==> config.mk <==
export PLATFORM = sky130hd
export DESIGN_NAME = bless_arb_ctrl_flat
export DESIGN_NICKNAME = d
export VERILOG_FILES = /design/src/rtl/bless_arb_ctrl_pkg.sv /design/src/rtl/bless_arb_ctrl_if.sv /design/src/rtl/bless_arb_ctrl_golden_epoch_cnt.sv /design/src/rtl/bless_arb_ctrl.sv /design/src/flat_wrapper.sv
export SDC_FILE = /design/constraint.sdc
export NUM_CORES = 1
export LEC_CHECK = 0
export ABC_AREA = 1
export CORE_ASPECT_RATIO = 1.1
export CORE_MARGIN = 5
export CORE_UTILIZATION = 41
export DETAILED_ROUTE_END_ITERATION = 10
export PLACE_DENSITY = 0.83
export SLEW_MARGIN = 20
export SYNTH_ARGS = -nofsm -noshare
export SYNTH_HDL_FRONTEND = slang
export SYNTH_SLANG_ARGS = --single-unit
==> constraint.sdc <==
create_clock -name clk -period 1.5 [get_ports clk]
set_input_delay 0.3 -clock clk [delete_from_list [all_inputs] [get_ports clk]]
set_output_delay 0.3 -clock clk [all_outputs]
set_load 0.005 [all_outputs]
==> src/rtl/bless_arb_ctrl_pkg.sv <==
// Shared types and constants for the BLESS arbitration controller.
// Control word layout: {valid_f, gold_f, seq_f, src_f}.
package bless_arb_ctrl_pkg;

  localparam int unsigned NUM_PORTS = 4;
  localparam int unsigned PORT_W    = 2;
  localparam int unsigned SRC_W     = 4;
  localparam int unsigned SEQ_W     = 6;

  typedef logic [PORT_W-1:0] port_t;

  typedef struct packed {
    logic             valid_f;
    logic             gold_f;
    logic [SEQ_W-1:0] seq_f;
    logic [SRC_W-1:0] src_f;
  } ctrl_t;

  // prio0..prio3 = 0,1,2,3 packed with prio0 in the low bits
  localparam logic [NUM_PORTS*PORT_W-1:0] RESET_PRIO = 8'hE4;

  // Qualify with in_valid and tag gold; an incoming gold bit is never cleared
  function automatic ctrl_t gold_tag(ctrl_t w, logic in_valid, logic [SRC_W-1:0] gid);
    ctrl_t t;
    t         = w;
    t.valid_f = w.valid_f & in_valid;
    t.gold_f  = w.gold_f | (t.valid_f & (w.src_f == gid));
    return t;
  endfunction

endpackage

==> src/rtl/bless_arb_ctrl_if.sv <==
// Bus between the arbitration controller, its upstream and the external comparator.
interface bless_arb_ctrl_if;
  import bless_arb_ctrl_pkg::*;

  logic                  in_valid;
  logic                  stall;
  ctrl_t [NUM_PORTS-1:0] ctrl;
  ctrl_t [NUM_PORTS-1:0] cmp_ctrl;
  port_t                 cmp_rr;
  port_t [NUM_PORTS-1:0] cmp_prio;
  port_t [NUM_PORTS-1:0] prio;
  logic                  prio_valid;

  modport master (
    output in_valid, stall, ctrl, cmp_prio,
    input  cmp_ctrl, cmp_rr, prio, prio_valid
  );

  modport slave (
    input  in_valid, stall, ctrl, cmp_prio,
    output cmp_ctrl, cmp_rr, prio, prio_valid
  );

endinterface

==> src/rtl/bless_arb_ctrl_golden_epoch_cnt.sv <==
// Epoch cycle counter and golden source ID; the ID advances when the epoch wraps.
module bless_arb_ctrl_golden_epoch_cnt #(
  parameter int unsigned EPOCH_LEN = 256,
  parameter int unsigned NUM_NODES = 16,
  parameter int unsigned NODE_W    = 4
) (
  input  logic                         clk,
  input  logic                         rst_n,
  input  logic                         en,
  output logic [$clog2(EPOCH_LEN)-1:0] epoch_cnt_o,
  output logic [NODE_W-1:0]            golden_id_o
);

  localparam int unsigned EPOCH_W = $clog2(EPOCH_LEN);

  logic [EPOCH_W-1:0] epoch_q, epoch_d;
  logic [NODE_W-1:0]  gid_q, gid_d;

  always_comb begin
    epoch_d = epoch_q + EPOCH_W'(1);
    gid_d   = gid_q;
    if (epoch_q == EPOCH_W'(EPOCH_LEN - 1)) begin
      epoch_d = '0;
      gid_d   = (gid_q == NODE_W'(NUM_NODES - 1)) ? '0 : gid_q + NODE_W'(1);
    end
  end

  always_ff @(posedge clk) begin
    if (!rst_n) begin
      epoch_q <= '0;
      gid_q   <= '0;
    end else if (en) begin
      epoch_q <= epoch_d;
      gid_q   <= gid_d;
    end
  end

  assign epoch_cnt_o = epoch_q;
  assign golden_id_o = gid_q;

endmodule

==> src/rtl/bless_arb_ctrl.sv <==
// Two-stage sequencer around the external 4-port BLESS priority comparator.
// Optional starvation forcing of cmp_rr is enabled by defining ARB_STARVE_FORCE_EN.
module bless_arb_ctrl import bless_arb_ctrl_pkg::*; #(
  parameter int unsigned EPOCH_LEN  = 256,
  parameter int unsigned NUM_NODES  = 16,
  parameter int unsigned NODE_W     = 4
`ifdef ARB_STARVE_FORCE_EN
  , parameter int unsigned STARVE_MAX = 8
`endif
) (
  input  logic                         clk,
  input  logic                         rst_n,
  bless_arb_ctrl_if.slave              bus,
  output logic [NODE_W-1:0]            golden_id_o,
  output logic [$clog2(EPOCH_LEN)-1:0] epoch_cnt_o
);

  ctrl_t [NUM_PORTS-1:0] cmp_ctrl_d, cmp_ctrl_q;
  port_t [NUM_PORTS-1:0] prio_q;
  logic                  prio_valid_d, prio_valid_q;
  port_t                 rr_d, rr_q;

  bless_arb_ctrl_golden_epoch_cnt #(
    .EPOCH_LEN (EPOCH_LEN),
    .NUM_NODES (NUM_NODES),
    .NODE_W    (NODE_W)
  ) u_epoch (
    .clk         (clk),
    .rst_n       (rst_n),
    .en          (!bus.stall),
    .epoch_cnt_o (epoch_cnt_o),
    .golden_id_o (golden_id_o)
  );

  // Stage 1 capture with gold tagging against the pre-edge golden ID
  always_comb begin
    cmp_ctrl_d   = '0;
    prio_valid_d = 1'b0;
    for (int p = 0; p < NUM_PORTS; p++) begin
      cmp_ctrl_d[p] = gold_tag(bus.ctrl[p], bus.in_valid, SRC_W'(golden_id_o));
      prio_valid_d  = prio_valid_d | cmp_ctrl_q[p].valid_f;
    end
  end

`ifdef ARB_STARVE_FORCE_EN
  localparam int unsigned STARVE_W = $clog2(STARVE_MAX + 1);

  logic [NUM_PORTS-1:0][STARVE_W-1:0] starve_d, starve_q;
  logic                               force_hit;
  port_t                              force_port;

  // Saturating per-port starvation counters; lowest starving port is forced
  always_comb begin
    force_hit  = 1'b0;
    force_port = '0;
    starve_d   = starve_q;
    for (int p = NUM_PORTS - 1; p >= 0; p--) begin
      if (starve_q[p] == STARVE_W'(STARVE_MAX)) begin
        force_hit  = 1'b1;
        force_port = PORT_W'(p);
      end
    end
    for (int p = 0; p < NUM_PORTS; p++) begin
      if (prio_valid_q && prio_q[NUM_PORTS-1] == PORT_W'(p)
          && starve_q[p] != STARVE_W'(STARVE_MAX))
        starve_d[p] = starve_q[p] + STARVE_W'(1);
      if (prio_valid_q && prio_q[0] == PORT_W'(p))
        starve_d[p] = '0;
    end
    if (force_hit) starve_d[force_port] = '0;
  end

  always_ff @(posedge clk) begin
    if (!rst_n)          starve_q <= '0;
    else if (!bus.stall) starve_q <= starve_d;
  end
`endif

  always_comb begin
    rr_d = rr_q;
    if (prio_valid_d) rr_d = rr_q + PORT_W'(1);
`ifdef ARB_STARVE_FORCE_EN
    if (force_hit) rr_d = force_port;
`endif
  end

  always_ff @(posedge clk) begin
    if (!rst_n) begin
      cmp_ctrl_q   <= '0;
      prio_q       <= RESET_PRIO;
      prio_valid_q <= 1'b0;
      rr_q         <= '0;
    end else if (!bus.stall) begin
      cmp_ctrl_q   <= cmp_ctrl_d;
      prio_q       <= bus.cmp_prio;
      prio_valid_q <= prio_valid_d;
      rr_q         <= rr_d;
    end
  end

  assign bus.cmp_ctrl   = cmp_ctrl_q;
  assign bus.cmp_rr     = rr_q;
  assign bus.prio       = prio_q;
  assign bus.prio_valid = prio_valid_q;

endmodule

==> src/flat_wrapper.sv <==
// flat-port wrapper written by rule: the top's interface ports become plain ports
module bless_arb_ctrl_flat import bless_arb_ctrl_pkg::*;
#(
  parameter int unsigned EPOCH_LEN  = 256,
  parameter int unsigned NUM_NODES  = 16,
  parameter int unsigned NODE_W     = 4

)
  (clk, rst_n, golden_id_o, epoch_cnt_o, bus_in_valid, bus_stall, bus_ctrl, bus_cmp_prio, bus_cmp_ctrl, bus_cmp_rr, bus_prio, bus_prio_valid);
  bless_arb_ctrl_if bus_i ();
  input  logic clk;
  input  logic rst_n;
  output logic [NODE_W-1:0] golden_id_o;
  output logic [$clog2(EPOCH_LEN)-1:0] epoch_cnt_o;
  input wire logic [$bits(bus_i.in_valid)-1:0] bus_in_valid;
  input wire logic [$bits(bus_i.stall)-1:0] bus_stall;
  input wire logic [$bits(bus_i.ctrl)-1:0] bus_ctrl;
  input wire logic [$bits(bus_i.cmp_prio)-1:0] bus_cmp_prio;
  output wire logic [$bits(bus_i.cmp_ctrl)-1:0] bus_cmp_ctrl;
  output wire logic [$bits(bus_i.cmp_rr)-1:0] bus_cmp_rr;
  output wire logic [$bits(bus_i.prio)-1:0] bus_prio;
  output wire logic [$bits(bus_i.prio_valid)-1:0] bus_prio_valid;
  assign bus_i.in_valid = bus_in_valid;
  assign bus_i.stall = bus_stall;
  assign bus_i.ctrl = bus_ctrl;
  assign bus_i.cmp_prio = bus_cmp_prio;
  assign bus_cmp_ctrl = bus_i.cmp_ctrl;
  assign bus_cmp_rr = bus_i.cmp_rr;
  assign bus_prio = bus_i.prio;
  assign bus_prio_valid = bus_i.prio_valid;
  bless_arb_ctrl #(.EPOCH_LEN(EPOCH_LEN), .NUM_NODES(NUM_NODES), .NODE_W(NODE_W)) u_core (.clk(clk), .rst_n(rst_n), .bus(bus_i), .golden_id_o(golden_id_o), .epoch_cnt_o(epoch_cnt_o));
endmodule
## Word-level counts from Yosys, hierarchy flattened

Cells that the tools add are included.

| word-level totals | value |
|---|---|
| word-level logic and storage cells | 53 |
| bits in registers | 71 |
| bits of input ports | 60 |

| cells by class | value |
|---|---|
| reductions and logical operators | 2 |
| bitwise logic cells | 16 |
| $add $sub $neg | 3 |
| equality and inequality tests | 6 |
| multiplexer cells | 2 |

Operator list:

| operator | number |
|---|---|
| equality test 4 bit | 4 |
| adder 8 x 1 -> 8 bit (second input constant) | 1 |
| bitwise AND 1 bit | 8 |
| equality test 8 bit (second input constant) | 1 |
| two-way mux 8 bit | 1 |
| OR 1 bit | 7 |
| adder 4 x 1 -> 4 bit (second input constant) | 1 |
| equality test 4 bit (second input constant) | 1 |
| two-way mux 4 bit | 1 |
| AND reduction 2 bit | 2 |
| adder 2 x 1 -> 2 bit (second input constant) | 1 |
| inverter 1 bit | 1 |

## Depth between registers and ports, before layout

Gate-level depths: netlist of run 1.

| logic depth | value |
|---|---|
| depth in word-level cells | 4 |
| depth in mapped cells | 8 |
| depth with buffers taken out | 7 |

## By module

A second synthesis of run 1 with hierarchy kept.

| unflattened totals | value |
|---|---|
| cell total of the unflattened synthesis | 397 |
| area total of the unflattened synthesis | 2929.1 um^2 |

Modules (own cells, without submodules):

| module | area each (um^2) | cells each | times used |
|---|---|---|---|
| bless_arb_ctrl | 2324.7 | 320 | 1 |
| bless_arb_ctrl_golden_epoch_cnt | 604.3 | 77 | 1 |

## Worst setup path before layout of run 1

OpenSTA, ideal clock, no wires.

| path | value |
|---|---|
| kind | reg-to-reg |
| from | reg u_core.u_epoch.epoch_q[0] (netlist: u_core.u_epoch.epoch_cnt_o[0]) |
| to | reg u_core.u_epoch.gid_q[0] (netlist: u_core.u_epoch.golden_id_o[0]) |
| stages on the path, launching flop included | 7 |
| data arrival time | 1.091 ns |
| path slack | 0.285 ns |
| required time | 1.376 ns |
| setup time | 0.124 ns |
| cell sequence | dfxtp_1 > ha_1 > nand3_1 > nor2_1 > nand3_2 > nand2_1 > o21ai_0 |

| between the ends | value |
|---|---|
| cells in the longest elaborated chain, start to end | 2 |

Ends and longest elaborated chain:

| item | RTL line | source |
|---|---|---|
| start, declared | bless_arb_ctrl_golden_epoch_cnt.sv:16 | `logic [EPOCH_W-1:0] epoch_q, epoch_d;` |
| start signal, assigned | bless_arb_ctrl_golden_epoch_cnt.sv:33 | `epoch_q <= epoch_d;` |
| equality test 8 bit | bless_arb_ctrl_golden_epoch_cnt.sv:22 | `if (epoch_q == EPOCH_W'(EPOCH_LEN - 1)) begin` |
| AND reduction 2 bit (no source line) | n/a |  |
| end signal, assigned | bless_arb_ctrl_golden_epoch_cnt.sv:34 | `gid_q <= gid_d;` |
| end, declared | bless_arb_ctrl_golden_epoch_cnt.sv:17 | `logic [NODE_W-1:0] gid_q, gid_d;` |

Every way passes these cells.
A chain may end at the register's enable or synchronous reset.

## Worst setup path after layout of run 1

| path | value |
|---|---|
| from | reg u_core.cmp_ctrl_q, in the netlist u_core.bus.cmp_ctrl[44] |
| to | out bus_cmp_ctrl[44] |

RTL lines:

| item | RTL line | source |
|---|---|---|
| start, declared | bless_arb_ctrl.sv:18 | `ctrl_t [NUM_PORTS-1:0] cmp_ctrl_d, cmp_ctrl_q;` |
| start signal, assigned | bless_arb_ctrl.sv:94 | `cmp_ctrl_q <= cmp_ctrl_d;` |
| end, declared | flat_wrapper.sv:19 | `output wire logic [$bits(bus_i.cmp_ctrl)-1:0] bus_cmp_ctrl;` |

No word-level cell between the ends.

==> results.json, run 1 <==
{
  "maxCapViolCount": 0,
  "hold_violations": 0,
  "area.growth.synth_to_final_pct": 62.4,
  "fp-row-count": 32,
  "synthCells": 392,
  "hold_path_depth": 3,
  "period_share": 0.990,
  "synth_flop_cell": "dfxtp_1",
  "yosysSeqAreaShare": 0.493,
  "layout_commonest_cell": "nor2_1",
  "final_nets": 593,
  "initial_core_util": 0.416,
  "topRoutingLayerUsed": "met4",
  "drc": 0,
  "fin_setup_tns_ns": 0,
  "tightest_slew_ns": 0.251,
  "fillerInstances": 552,
  "wl_met2_um": 4190,
  "arrival_ns": 1.19,
  "syn_area_per_cell_um2": 7.35,
  "detail-route-antenna-nets": 0,
  "synthMuxAreaShare": 0,
  "place_congestion": 0.862,
  "die_y_um": 97.9,
  "hp-class": "input port to register",
  "synth-seq-cells": 71,
  "dp_hpwl_um": 6400,
  "power_density_mw_per_mm2": 872,
  "outcome": "completed",
  "clock_skew_ns": 0.00367,
  "coreArea_mm2": 0.00693,
  "clkTransAtPathRegs_ns": 0.07,
  "synth_edf_count": 0,
  "cts_max_level": 3,
  "drive_gt1_frac": 0.114,
  "root_buffer": "clkbuf_8",
  "r2r_cells": 7,
  "num_antenna_cells": 0,
  "antenna_found_initial": 0,
  "drtIter0Drc": 155,
  "synth_top_family_by_area": "simple AND/OR/NAND/NOR gates",
  "synthesis.nets": 454,
  "power_frac_clock": 0.325,
  "ys_warn_count": 0,
  "io_pins": 131,
  "crit_fanout": 2,
  "final_cell_mix": "102 x nor2_1, 75 x clkdlybuf4s50_1, 61 x nand2_1, 58 x o21ai_0, 51 x dfxtp_1",
  "switching_share": 0.245,
  "vdd_drop_max_v": 0.000526,
  "ys_types": 23,
  "finalMaxSlewViolations": 0,
  "syn_area_mm2": 0.00288,
  "synth-simple-area-share": 0.263,
  "wire_per_inst_um": 14.3,
  "port_buffers": 130,
  "worstSetupEndpointType": "output port",
  "leakage_uw": 0.00263,
  "pwr-share-comb": 0.171,
  "die_area_mm2": 0.00881,
  "required_ns": 1.20,
  "crit_slowest_cell": "clkdlybuf4s50_1",
  "max_stage_delay_ns": 0.52,
  "timing.rr.end": "u_core.u_epoch.golden_id_o[0]",
  "dieWidth_um": 89.9,
  "synth_compound_area_frac": 0.139,
  "holdWs_ns": 0.325,
  "clock_path_buffers": 2,
  "synthXorXnorAreaFrac": 0.0334,
  "grt_overflow_total": 0,
  "avgViaCountPerCell": 4.89,
  "dr.pass1.iters": 4,
  "grt_pass1_vias": 2933,
  "final.min_clock_period_ns": 1.49,
  "grt_max_degree": 45,
  "r2r_start": "u_core.u_epoch.epoch_cnt_o[0]",
  "clock_latency_ns": 0.33,
  "crit_chain": "clkdlybuf4s50_1",
  "drt-total-wl_um": 8850,
  "r2r_slack_ns": 0.13,
  "crit_buf_inv": 1,
  "seqPwrFrac": 0.503,
  "fin_area_mm2": 0.00468,
  "async_flop_share": 0,
  "dpl_worst_slack_ns": -0.0744,
  "setup_slack_ns": 0.0146,
  "dr_total_vias": 3027,
  "wl_met3_um": 528,
  "place_area_mm2": 0.00434,
  "intPower_uw": 3080,
  "cp-startpoint": "u_core.bus.cmp_ctrl[44]",
  "clock_sinks": 71,
  "fmax_mhz": 673,
  "cts_tree": "yes",
  "critPathTopFamily": "buffers and inverters",
  "relSlewSlack": 0.832,
  "critPathLaunchType": "register",
  "wl_met1_um": 3880,
  "numCtsBuffers": 9,
  "hold_start": "rst_n",
  "track_usage": 0.196,
  "setup_viol": 0,
  "synthAdderAreaFrac": 0.00868,
  "min_to": "u_core.bus.cmp_ctrl[46]",
  "switchingPower_uw": 999,
  "grt_pass1_wl_um": 14200,
  "critPathKind": "register to output port"
}
[metrics by stage]
stage          utilization  power, µW  cells
2_1_floorplan            -       2350    392
3_3_place_gp         0.627       2800    600
3_5_place_dp         0.627       2820    600
4_1_cts              0.658       4130    619
5_1_grt              0.676       4270    619
6_report             0.676       4080    619
[flip-flops by register name, indices dropped and copies added (netlist names)]
name	cells
u_core.bus.prio_valid	1
u_core.u_epoch.golden_id_o	4
u_core.u_epoch.epoch_cnt_o	8
u_core.bus.cmp_ctrl	48
u_core.bus.cmp_rr	2
u_core.bus.prio	8
[power groups by stage]
stage               registers [µW]  logic, µW  clock network (µW)
finish                        2050        699                1330
global route                  2070        771                1430
CTS                           2050        721                1350
detailed placement            2110        714                   0
global placement              2100        702                   0
floorplan                     2110        232                   0
[cell type report]
class | instances | area, µm² | area share
Sequential cell | 71 | 1460 | 0.312
Multi-Input combinational cell | 278 | 1280 | 0.274
Inverter | 21 | 78.8 | 0.0168
Tap cell | 85 | 106 | 0.0227
Clock inverter | 1 | 5.00 | 0.00107
Clock buffer | 13 | 159 | 0.0340
Timing Repair Buffer | 150 | 1590 | 0.340
[repair_timing]
item                       CTS  global route
hold buffers                 0             0
setup endpoints to repair   20            53
buffers inserted             5             0
gates resized for setup     28            52
[kinds of logic (layout without fill, tap and decap cells)]
| group | Yosys count | count (layout) |
|---|---|---|
| flip-flops | 71 | 71 |
| AO/OA/AOI/OAI | 80 | 80 |
| XOR/XNOR | 11 | 11 |
| AND/OR/NAND/NOR | 185 | 185 |
| adder cells (fa/ha/maj) | 2 | 2 |
| buffers and inverters | 43 | 185 |
[how the worst max path moves through the flow]
| stage | to | depth (start not counted) | slack [ns] |
|---|---|---|---|
| floorplan | u_core.u_epoch.golden_id_o[0] | 6 | 0.28 |
| global placement | u_core.bus.cmp_ctrl[45] | 5 | -0.07 |
| detailed placement | u_core.u_epoch.epoch_cnt_o[6] | 6 | -0.07 |
| CTS | bus_cmp_rr[0] | 1 | 0.0002 |
| global route | bus_cmp_ctrl[44] | 1 | -0.03 |
| finish | bus_cmp_ctrl[44] | 1 | 0.01 |
[Yosys cell counts (2+ instances only)]
library cell / n / share of area
nand2_1: 62 / 0.081
nor3_1: 2 / 0.0035
ha_1: 2 / 0.0087
xnor2_1: 4 / 0.012
nand4_1: 2 / 0.0043
o21ai_0: 58 / 0.10
a21oi_1: 22 / 0.038
buf_2: 9 / 0.016
inv_1: 20 / 0.026
nand3_1: 11 / 0.019
clkbuf_1: 11 / 0.014
xor2_1: 7 / 0.021
dfxtp_1: 71 / 0.49
nor2_1: 102 / 0.13
[routing by layer]
metal / up-vias / global-route usage
met5: - / 0
met4: 0 / 0.0951
met3: 24 / 0.0501
met2: 115 / 0.314
met1: 1358 / 0.246
li1: 1530 / -
Note: power is estimated with default switching activity, not from simulation.
==> run 2, diff against run 1 <==
CORE_UTILIZATION = 37   (was 41)
CTS_CLUSTER_DIAMETER = 60   (was not set)
PLACE_DENSITY = 0.8   (was 0.83)
clock period = 1.3 ns   (was 1.5 ns; I/O delays follow)
==> results.json, run 2 (same netlist as run 1, synthesis figures left out) <==
{
  "drtIter0Drc": 147,
  "worstSetupEndpointType": "register",
  "coreArea_mm2": 0.00751,
  "numCtsBuffers": 9,
  "final.min_clock_period_ns": 1.27,
  "critPathLaunchType": "register",
  "cts_tree": "yes",
  "layout_commonest_cell": "nor2_1",
  "drive_gt1_frac": 0.120,
  "clock_latency_ns": 0.34,
  "port_buffers": 130,
  "dr_total_vias": 3005,
  "clock_sinks": 71,
  "finalMaxSlewViolations": 0,
  "critPathKind": "register to register",
  "switchingPower_uw": 1160,
  "place_congestion": 0.863,
  "dp_hpwl_um": 6640,
  "dp_cells": 628,
  "cts_max_level": 3,
  "detail-route-antenna-nets": 0,
  "r2r_slack_ns": 0.03,
  "hold_buffers": 0,
  "initial_core_util": 0.383,
  "tightest_slew_ns": 0.284,
  "maxCapViolCount": 0,
  "power_frac_clock": 0.325,
  "fin_cells": 648,
  "track_usage": 0.189,
  "drc": 0,
  "relSlewSlack": 0.810,
  "setup_viol": 0,
  "final_cell_mix": "100 x nor2_1, 69 x dlygate4sd2_1, 61 x nand2_1, 58 x clkdlybuf4s50_1, 58 x dfxtp_1",
  "io_pins": 131,
  "largest_reg_flops": 48,
  "cp-startpoint": "u_core.u_epoch.epoch_cnt_o[0]",
  "fin_setup_tns_ns": 0,
  "hp-class": "input port to register",
  "hold_start": "rst_n",
  "clkTransAtPathRegs_ns": 0.07,
  "root_buffer": "clkbuf_8",
  "seqPwrFrac": 0.512,
  "fmax_mhz": 787,
  "final_nets": 601,
  "crit_fanout": 2,
  "outcome": "completed",
  "power_density_mw_per_mm2": 1010,
  "required_ns": 1.53,
  "hold_violations": 0,
  "vdd_drop_max_v": 0.000374,
  "holdWs_ns": 0.302,
  "drt-total-wl_um": 9030,
  "antenna_found_initial": 0,
  "num_antenna_cells": 0,
  "period_share": 0.978,
  "grt_pass1_vias": 2965,
  "area.growth.synth_to_final_pct": 58.7,
  "die_area_mm2": 0.00965,
  "die_y_um": 103,
  "switching_share": 0.251,
  "intPower_uw": 3470,
  "grt_setup_unrepaired": "true",
  "grt_pass1_wl_um": 14300,
  "pwr-share-comb": 0.163,
  "clock_path_buffers": 2,
  "fp-row-count": 33,
  "wire_per_inst_um": 13.9,
  "avgViaCountPerCell": 4.64,
  "dieWidth_um": 94.1,
  "leakage_uw": 0.00222,
  "arrival_ns": 1.50,
  "r2r_start": "u_core.u_epoch.epoch_cnt_o[0]",
  "grt_max_degree": 37,
  "clock_skew_ns": 0.00600,
  "grt_overflow_total": 0,
  "dr.pass1.iters": 4
}
## run 2: changes by cell type in the layout (fill, tap and decap cells not counted), moves of 4 or more
cell and delta:
dfxtp_4 -4, dfxtp_1 +7, dlygate4sd2_1 +58, clkdlybuf4s50_1 -17, dlymetal6s2s_1 -43, buf_4 +10
## run 2: layout make-up
type                       instances  area, µm²
timing repair buffer             158       1450
fill                             718       2940
sequential                        71       1440
inverter                          21       83.8
multi-input combinational        278       1320
clock inverter                     1       5.00
tap                              105        131
clock buffer                      14        153
## run 2: path summary, 6_finish.rpt
path | to | depth (start not counted)
max reg2reg | u_core.u_epoch.epoch_cnt_o[4] | 6
min reg2reg | u_core.bus.cmp_rr[0] | 1
max | u_core.u_epoch.epoch_cnt_o[4] | 6
min | u_core.bus.cmp_ctrl[38] | 3
## run 2: stage by stage
| step | instance area (µm²) | power (µW) | worst slack (ns) | utilization |
|---|---|---|---|---|
| finish | 4570 | 4630 | 0.0289 | 0.609 |
| global route | 4570 | 4840 | -0.0681 | 0.609 |
| CTS | 4520 | 4660 | 0.0258 | 0.601 |
| detailed placement | 4400 | 3260 | -0.322 | 0.586 |
| global placement | 4400 | 3240 | -0.265 | 0.586 |
| floorplan | 2880 | 2710 | 0.0848 | - |
## run 2: critical path, stage by stage (launching register included)
cell and delay (ns):
dfxtp_2 0.33, ha_2 0.19, buf_4 0.12, nand4_2 0.14, buf_4 0.17, xor2_1 0.15, nor2_1 0.06
## run 2: what timing repair did
action / in CTS / in global routing
gates resized for setup: 87 / 12
endpoints found under the setup margin: 71 / 11
setup buffers: 3 / 2
hold endpoints to repair: 0 / 0
pin swaps: 0 / 3
## run 2: power groups by stage
stage	Clock [µW]	Combinational, µW	Sequential (µW)
finish	1510	754	2370
global route	1620	835	2390
CTS	1530	753	2370
detailed placement	0	837	2430
global placement	0	820	2420
floorplan	0	267	2440
## run 2: routing by layer
metal / GRT usage / wire length, µm
met1: 0.229 / 3950
met2: 0.318 / 4370
met3: 0.0394 / 453
met4: 0.0967 / 245
met5: 0 / 0
==> patch (settings of run 2) <==
`EPOCH_LEN` is set to 256 in 3 places; all go to 128.
--- a/src/rtl/bless_arb_ctrl_golden_epoch_cnt.sv
+++ b/src/rtl/bless_arb_ctrl_golden_epoch_cnt.sv
@@ -1,6 +1,6 @@
 // Epoch cycle counter and golden source ID; the ID advances when the epoch wraps.
 module bless_arb_ctrl_golden_epoch_cnt #(
-  parameter int unsigned EPOCH_LEN = 256,
+  parameter int unsigned EPOCH_LEN = 128,
   parameter int unsigned NUM_NODES = 16,
   parameter int unsigned NODE_W    = 4
 ) (
--- a/src/rtl/bless_arb_ctrl.sv
+++ b/src/rtl/bless_arb_ctrl.sv
@@ -1,7 +1,7 @@
 // Two-stage sequencer around the external 4-port BLESS priority comparator.
 // Optional starvation forcing of cmp_rr is enabled by defining ARB_STARVE_FORCE_EN.
 module bless_arb_ctrl import bless_arb_ctrl_pkg::*; #(
-  parameter int unsigned EPOCH_LEN  = 256,
+  parameter int unsigned EPOCH_LEN  = 128,
   parameter int unsigned NUM_NODES  = 16,
   parameter int unsigned NODE_W     = 4
 `ifdef ARB_STARVE_FORCE_EN
--- a/src/flat_wrapper.sv
+++ b/src/flat_wrapper.sv
@@ -1,7 +1,7 @@
 // flat-port wrapper written by rule: the top's interface ports become plain ports
 module bless_arb_ctrl_flat import bless_arb_ctrl_pkg::*;
 #(
-  parameter int unsigned EPOCH_LEN  = 256,
+  parameter int unsigned EPOCH_LEN  = 128,
   parameter int unsigned NUM_NODES  = 16,
   parameter int unsigned NODE_W     = 4
 
Ports: changed (resized epoch_cnt_o); port bits go from 131 to 130. The function was not compared with the original's and may differ.
==> patch against run 2 <==
  * Via count grew 0.27%
  * Wire length shrank 0.69%
  * Sequential cell count down 1
  * Final area fell by 2.0%
  * Non-clock buffer count shrank 5
  * Synthesized area rose by 0.52%
  * Setup slack improved by 0.027 ns
  * Largest cell class is now registers
  * Highest routed layer unchanged
  * Total power fell by 0.53%
==> patch: results (changes against run 2) <==
status complete, no violations; critical path's largest stage delay 0.36 ns (+0.03 ns); metal1 wirelength 3.91 mm (-1.2%); Netlist cell types 27 (+17%); Int Pwr 3.46 mW (-0.20%); register area 0.00142 sq mm (-1.6%); fillers 722 (+0.56%); Die X 94.4 microns (+0.23%); skew final 0.00641 ns (+0.000412 ns); HP Start bus_stall; syn_nets 451 (-0.66%); ranking of synthesized cells by area dfxtp_1 (48%), nor2_1 (11%), o21ai_0 (9.7%); post-layout net count 593 (-1.3%); Clock Network Area Fraction 3.60% (+0.15 points); DRT iter0 DRCs 138 (-6.1%); GRT Total Usage 19.1% (+0.21 points); placed cells 623 (-0.80%); Non-Clock Buffer Area Fraction 31.3% (-0.31 points); Routed WL per cell 14.0 microns (+0.71%); inverter count 24 (+14%); GR Util met3 6.79% (+2.8 points); R2R Setup Slk 0.06 ns (+0.03 ns); hold_ws 0.338 ns (+0.0358 ns); Worst Path Max Fanout 6 (+4); pwr dens 1030 mW/mm^2 (+1.5%); count of plain and timing-repair buffers 153 (-3.2%); Seq/Total Area, Yosys 48.4% (-0.95 points); reg2reg start u_core.u_epoch.epoch_cnt_o[1]; Synth top cells by count nor2_1 (88), dfxtp_1 (70), nand2_1 (61); largest net degree at the start of global routing 42 (+14%); CP max-delay cell dfxtp_1; vias 3013 (+0.27%); count of multi-input gates 273 (-1.8%); post-route cell area 0.00448 sq mm (-2.0%); GR Util met2 31.5% (-0.27 points); Synth Register Bits 70 (-1.4%); cell count after synthesis 389 (-0.77%); n_diodes 1 (+1); met3 wire len 638 microns (+41%); multi-input combinational area share 28.3% (-0.45 points); layout cells sized above 1 12.2% (+0.22 points); FF-to-FF End u_core.u_epoch.golden_id_o[3]; CP delay by family, top simple AND/OR/NAND/NOR gates
patch: cell types whose count changed after synthesis, moves of 2 or more:
cell,run 2,this run
nor2_4,0,2
nor2_1,102,88
a21oi_1,22,30
buf_4,0,4
nand3_1,11,17
buf_6,1,3
inv_1,20,22
xor2_1,7,3
clkbuf_1,11,7
buf_2,9,6
o21ai_0,58,56
patch: what timing repair did:
action	4_1_cts	5_1_grt
gates resized for setup	83	5
cloned	0	0
hold buffers	0	0
endpoints found under the setup margin	71	6
buffers inserted	1	1
pin swaps	0	0
patch: worst max path at each step:
| stage | startpoint | end | slack (ns) | cells past startpoint |
|---|---|---|---|---|
| after floorplan | u_core.u_epoch.epoch_cnt_o[0] | u_core.u_epoch.epoch_cnt_o[3] | 0.08 | 6 |
| after global routing | u_core.u_epoch.golden_id_o[2] | u_core.u_epoch.golden_id_o[3] | 0.001 | 6 |
| after global placement | bus_in_valid | u_core.bus.cmp_ctrl[10] | -0.03 | 7 |
| after detailed placement | bus_in_valid | u_core.bus.cmp_ctrl[10] | -0.1 | 7 |
| after CTS | u_core.u_epoch.epoch_cnt_o[1] | u_core.u_epoch.epoch_cnt_o[3] | 0.008 | 6 |
| final | u_core.u_epoch.epoch_cnt_o[1] | u_core.u_epoch.golden_id_o[3] | 0.06 | 6 |
patch: logic make-up (layout without fill, tap and decap cells):
group / after synthesis / after routing / share of synthesized area, %
AOI/OAI and AO/OA: 87 / 87 / 15.0
buffers and inverters: 46 / 190 / 8.08
and+or+nand+nor: 178 / 178 / 25.8
xor gates and xnor gates: 6 / 6 / 1.81
DFF: 70 / 70 / 48.4
adders and majority gates: 2 / 2 / 0.864
other: 0 / 1 / 0
